## src/rtl/fetch_pc_unit.sv

```systemverilog
// Fetch front end: owns the PC, runs a single-outstanding request/ack handshake
// to instruction memory and presents each fetched word with its next-PC to IF/ID.
module fetch_pc_unit #(
  parameter logic [31:0] RESET_PC = 32'h0000_0000
) (
  input  logic        clk,
  input  logic        rst_n,
  input  logic        hazard_in,
  input  logic        redirect_valid,
  input  logic [31:0] redirect_pc,
  output logic        imem_req,
  output logic [31:0] imem_addr,
  input  logic        imem_ack,
  input  logic [31:0] imem_rdata,
  output logic [31:0] instr_out,
  output logic [31:0] npc_out,
  output logic        flush_out
);

  typedef enum logic [1:0] {
    REQ   = 2'd0,
    HOLD  = 2'd1,
    DRAIN = 2'd2
  } state_t;

  state_t      state;
  state_t      state_next;
  logic [31:0] pc;
  logic [31:0] pc_next;
  logic [31:0] inst_q;
  logic [31:0] npc_q;
  logic [31:0] drain_addr;
  logic        load_inst;
  logic        load_drain;
  logic [31:0] target;
  logic [31:0] pc_plus4;

  assign target   = {redirect_pc[31:2], 2'b00};
  assign pc_plus4 = pc + 32'd4;

  always_ff @(posedge clk or negedge rst_n) begin
    if (!rst_n) begin
      state      <= REQ;
      pc         <= RESET_PC;
      inst_q     <= 32'd0;
      npc_q      <= 32'd0;
      drain_addr <= RESET_PC;
    end else begin
      state <= state_next;
      pc    <= pc_next;
      if (load_inst) begin
        inst_q <= imem_rdata;
        npc_q  <= pc_plus4;
      end
      if (load_drain) begin
        drain_addr <= pc;
      end
    end
  end

  // A redirect while a request is pending must still wait for that ack,
  // so the old address is parked in drain_addr while pc takes the target.
  always_comb begin
    state_next = state;
    pc_next    = pc;
    load_inst  = 1'b0;
    load_drain = 1'b0;
    case (state)
      REQ: begin
        if (redirect_valid) begin
          pc_next = target;
          if (!imem_ack) begin
            state_next = DRAIN;
            load_drain = 1'b1;
          end
        end else if (imem_ack) begin
          load_inst  = 1'b1;
          state_next = HOLD;
        end
      end
      HOLD: begin
        if (redirect_valid) begin
          pc_next    = target;
          state_next = REQ;
        end else if (!hazard_in) begin
          pc_next    = pc_plus4;
          state_next = REQ;
        end
      end
      DRAIN: begin
        if (redirect_valid) begin
          pc_next = target;
        end
        if (imem_ack) begin
          state_next = REQ;
        end
      end
      default: state_next = REQ;
    endcase
  end

  // Outputs are gated by rst_n so they drop the moment reset is asserted.
  always_comb begin
    imem_req  = (state != HOLD) && rst_n;
    imem_addr = (state == DRAIN) ? drain_addr : pc;
    instr_out = (state == HOLD) ? inst_q : 32'd0;
    npc_out   = (state == HOLD) ? npc_q : 32'd0;
    flush_out = redirect_valid & rst_n;
  end

endmodule

```

## config.mk

```make
export PLATFORM = sky130hd
export DESIGN_NAME = fetch_pc_unit
export DESIGN_NICKNAME = d
export VERILOG_FILES = /design/src/rtl/fetch_pc_unit.sv
export SDC_FILE = /design/constraint.sdc
export NUM_CORES = 1
export LEC_CHECK = 0
export CORE_MARGIN = 2
export CORE_UTILIZATION = 33
export CTS_CLUSTER_DIAMETER = 50
export DETAILED_ROUTE_END_ITERATION = 12
export PLACE_DENSITY = 0.57
export SLEW_MARGIN = 25
export SYNTH_ARGS = -nofsm -noshare
export SYNTH_HDL_FRONTEND = slang
export SYNTH_SLANG_ARGS = --single-unit
```

## constraint.sdc

```tcl
create_clock -name clk -period 2 [get_ports clk]
set_input_delay 0.4 -clock clk [delete_from_list [all_inputs] [get_ports clk]]
set_output_delay 0.4 -clock clk [all_outputs]
set_load 0.02 [all_outputs]
```

# Word level (Yosys, flattened, before mapping)
# Index checks and enable logic that the tools add are counted.
totals:
  register_bits: 130
  input_bits: 69
  elab_cells: 41
classes:
  n_addsub: 1
  eq_ne: 8
  mux: 20
  bitwise_logic: 1
  reduce_logical: 6
op_table:
  columns: ["op", "n"]
  rows:
  - ["$mux W32", 6]
  - ["$pmux W32 S2", 1]
  - ["$add A32 B3 Y32 const B", 1]
  - ["$mux W2", 6]
  - ["$ne A3 B3 Y1 const B", 3]
  - ["$mux W1", 6]
  - ["$pmux W2 S3", 1]
  - ["$ne A2 B1 Y1 const B", 2]
  - ["$reduce_and A4 Y1", 1]
  - ["$reduce_and A3 Y1", 1]
  - ["$eq A2 B1 Y1 const B", 1]
  - ["$eq A2 B2 Y1 const B", 1]
  - ["$logic_not A2 Y1", 1]
  - ["$ne A2 B2 Y1 const B", 1]
  - ["$reduce_bool A2 Y1", 1]
  - ["$reduce_or A2 Y1", 1]
  - ["$and A1 B1 Y1", 1]
  - ["$logic_and A1 B1 Y1", 1]

# Logic depth before layout (Yosys ltp)
depth:
  ltp_word: 4
  depth_mapped: 7
  ltp_nobuf: 6

# Worst setup path after synthesis
# OpenSTA, ideal clock, no wires.
synth_path:
  path_type: "register to output"
  start: "register state[1]"
  end: "output imem_addr[10]"
  t_arrival_ns: 1.600
  path_slack_ns: 0.000
  stages_incl_launch_ff: 5
  cell_sequence: "dfrtp_1 -> nor2b_1 -> clkbuf_1 -> buf_1 -> mux2_2"
synth_via:
  elab_chain_len: 2
synth_lines:
  columns: ["element", "line_no", "source"]
  rows:
  - ["start, declared", "26", "state_t state;"]
  - ["start signal, assigned", "49", "state <= state_next;"]
  - ["$eq A2 B2 Y1", "105", "imem_addr = (state == DRAIN) ? drain_addr : pc;"]
  - ["$mux W32", "105", null]
  - ["end, declared", "12", "output logic [31:0] imem_addr,"]
# Every way passes these cells.

# Worst setup path after layout
layout_path:
  start: "register state[0]"
  end: "output imem_addr[25]"
# The elaborated chain is that of the path after synthesis.

==> reports/results.ini <==
[outcome]
outcome=finished with violations
violations=negative setup slack

[die]
rows=51
fp.dieW_um=144
core_um2=19300
die_h_um=144
ioPinCount=167
start_util=0.333
fp.dieArea_um2=20600

[timing]
max_slew.worst_pin.slew_ps=551
layout_worst_path_cycle_share=1.08
fmax_ghz=0.462
setup_viol=93
rsz0062_at_grt=yes
worst_slew_margin_rel=0.632
hold_viol=0
clock-skew-final_ps=12.5
period_needed_ps=2170
slew_violations=0
timing.final.ws_setup_ps=-167

[placed_design]
io_buffers=160
place_congestion=0.834
dp_hpwl_mm=12.8
place_ws_ps=-229

[grt]
grt_pass1_vias=5349
grt_pass1_wl_mm=28.7
overflow=0
grt_max_degree=98
antenna_found_initial=1
track_usage=0.181

[logic_synthesis]
yosys.area.top_type_share=0.482
synth.area.top_cells=dfrtp_1 (48%), mux2_2 (16%), and2_1 (6.2%)
syn_area_um2=6440
synth_cells=626
synth-async-reset-ratio=1.00
yosys_warnings=0
synth.avg_cell_area_um2=10.3
synth_edf_count=0
synth.distinct_cells=45
synth_seq_cells=124
yosysTopAreaCell=dfrtp_1
synth_top_flop_cell=dfrtp_1
ys_seq_area_frac=0.482

[cts]
root_buffer=clkbuf_16
clk_pin_slew_ps=60
clk_latency_ps=420
cts_max_level=4
cts_sinks=124
holdBufCountCts=0
clock_path_buffers=2
cts_buffers=17
cts_tree=done

[pwr]
leakage_uw=0.00431
power_density_nw_per_um2=994
finalPower_uw=10100
p_switching_uw=3070
ir_drop_mv=0.630
p_seq_frac=0.362
power.share.clock=0.313
switching_share=0.304
internal_power_uw=7010
combPwrFrac=0.325

[drt]
totalWireLength_mm=19.5
ant_nets=0
drt_iter0_markers=231
drt_first_pass_iters=4
drc=0
viasPerCell=4.90
vias=5474
wl_per_cell_um=17.5

[setup_path]
crit_fanout=10
startpoint=state[0]$_DFFE_PN0P_
crit_end=imem_addr[25]
r2r-end=inst_q[5]$_DFFE_PN0P_
r2r_start=state[0]$_DFFE_PN0P_
worstPathArrival_ps=1770
crit_type=flop to primary output
end_kind=primary output
ff2ff_path_depth=8
reg2reg_slack_ps=10
worst_ep_required_time_ps=1600
start_kind=flop

[hold_path]
hold_class=input port to async pin

[cells_and_area]
layout_commonest_cell=dfrtp_1
nets=909
drive_above_1_share=0.453
final_cell_mix=dfrtp_1 (121), buf_6 (89), mux2_2 (74)
diodes=0
area_delta_synth_final_pct=57.5

[run]
cap_viol_max_count=0

-- worst max-delay path: stages (launching register included) --
cell and delay, ps:
dfrtp_1 420, nor2b_4 170, buf_12 140, buf_12 130
mux2_2 330, buf_2 160
-- how the worst min path moves through the flow --
stage	start	endpoint	slack [ps]
final	rst_n	inst_q[16]$_DFFE_PN0P_	40
after global routing	rst_n	inst_q[6]$_DFFE_PN0P_	60
after CTS	rst_n	inst_q[19]$_DFFE_PN0P_	30
after detailed placement	rst_n	inst_q[1]$_DFFE_PN0P_	480
after global placement	rst_n	inst_q[0]$_DFFE_PN0P_	480
after floorplan	rst_n	drain_addr[10]$_DFFE_PN0P_	100
-- cells in the mapped netlist, drive strengths merged, types with 2 or more instances --
cell type / instances
a2bb2oi: 13
clkbuf: 34
a32oi: 3
inv: 6
o21ai: 17
a21o: 2
dfrtp: 124
and3: 3
nand2b: 2
nand3: 19
a21oi: 53
xnor2: 11
mux2: 89
o22ai: 15
nor2: 47
o21a: 2
nor2b: 5
o311ai: 2
nand4: 12
and4: 3
buf: 22
nand2: 36
and2: 64
nor3: 6
nor4: 2
a22oi: 5
xor2: 17
o2bb2ai: 2
-- power groups by stage --
stage,Clock [uW],Combinational [uW],Sequential (uW)
floorplan,0,1720,3500
global placement,0,2790,3600
detailed placement,0,2840,3650
CTS,3230,2980,3620
global route,3350,3520,3750
finish,3150,3280,3650
-- sequential cells by signal (all words and copies together), names as in the netlist --
name        count
pc             30
npc_q          30
drain_addr     30
inst_q         32
state           2
-- final cells by class --
class                   count  area (um^2)
clock buffers              21          480
clock inverters            11          131
fillers                  1677         9190
inverters                   6         22.5
multi-input cells         443         3380
flip-flops and latches    124         3110
well taps                 265          332
repair buffers            247         2700
-- per-stage QoR --
step	hold slack, ps	TNS, ps	utilization	instance area, um^2	std cells
final	43.6	-8310	0.525	10100	1117
after global routing	59.1	-15470	0.525	10100	1117
after CTS	33.1	-10570	0.499	9640	1102
after detailed placement	477	-14340	0.451	8720	1056
after global placement	476	-11280	0.451	8720	1056
after floorplan	104	0	-	6450	629
-- routing by layer --
metal  track usage  vias to the layer above  share of wire
met1         0.232                     2674           0.43
met4        0.0593                        2          0.010
li1              -                     2609              -
met2         0.297                      174           0.49
met3        0.0500                       15          0.065
met5             0                        -        0.00061
-- cells by family (layout without fill, tap and decap cells) --
family | after synthesis | in the layout | share of synthesized area
flip-flops | 124 | 124 | 0.482
adder cells (fa/ha/maj) | 1 | 1 | 0.00194
buffers and inverters | 62 | 285 | 0.0422
XOR/XNOR | 28 | 28 | 0.0381
other | 1 | 4 | 0.000582
multiplexers | 90 | 90 | 0.157
AND/OR/NAND/NOR | 203 | 203 | 0.168
AO/OA/AOI/OAI | 117 | 117 | 0.110
-- timing repair --
| action | in CTS | in global routing |
|---|---|---|
| pin swaps | 5 | 39 |
| endpoints found under the setup margin | 94 | 109 |
| resized for setup | 571 | 90 |
| gates cloned | 4 | 7 |
| buffers inserted | 10 | 11 |
No activity file was read; power rests on OpenSTA's default activity.
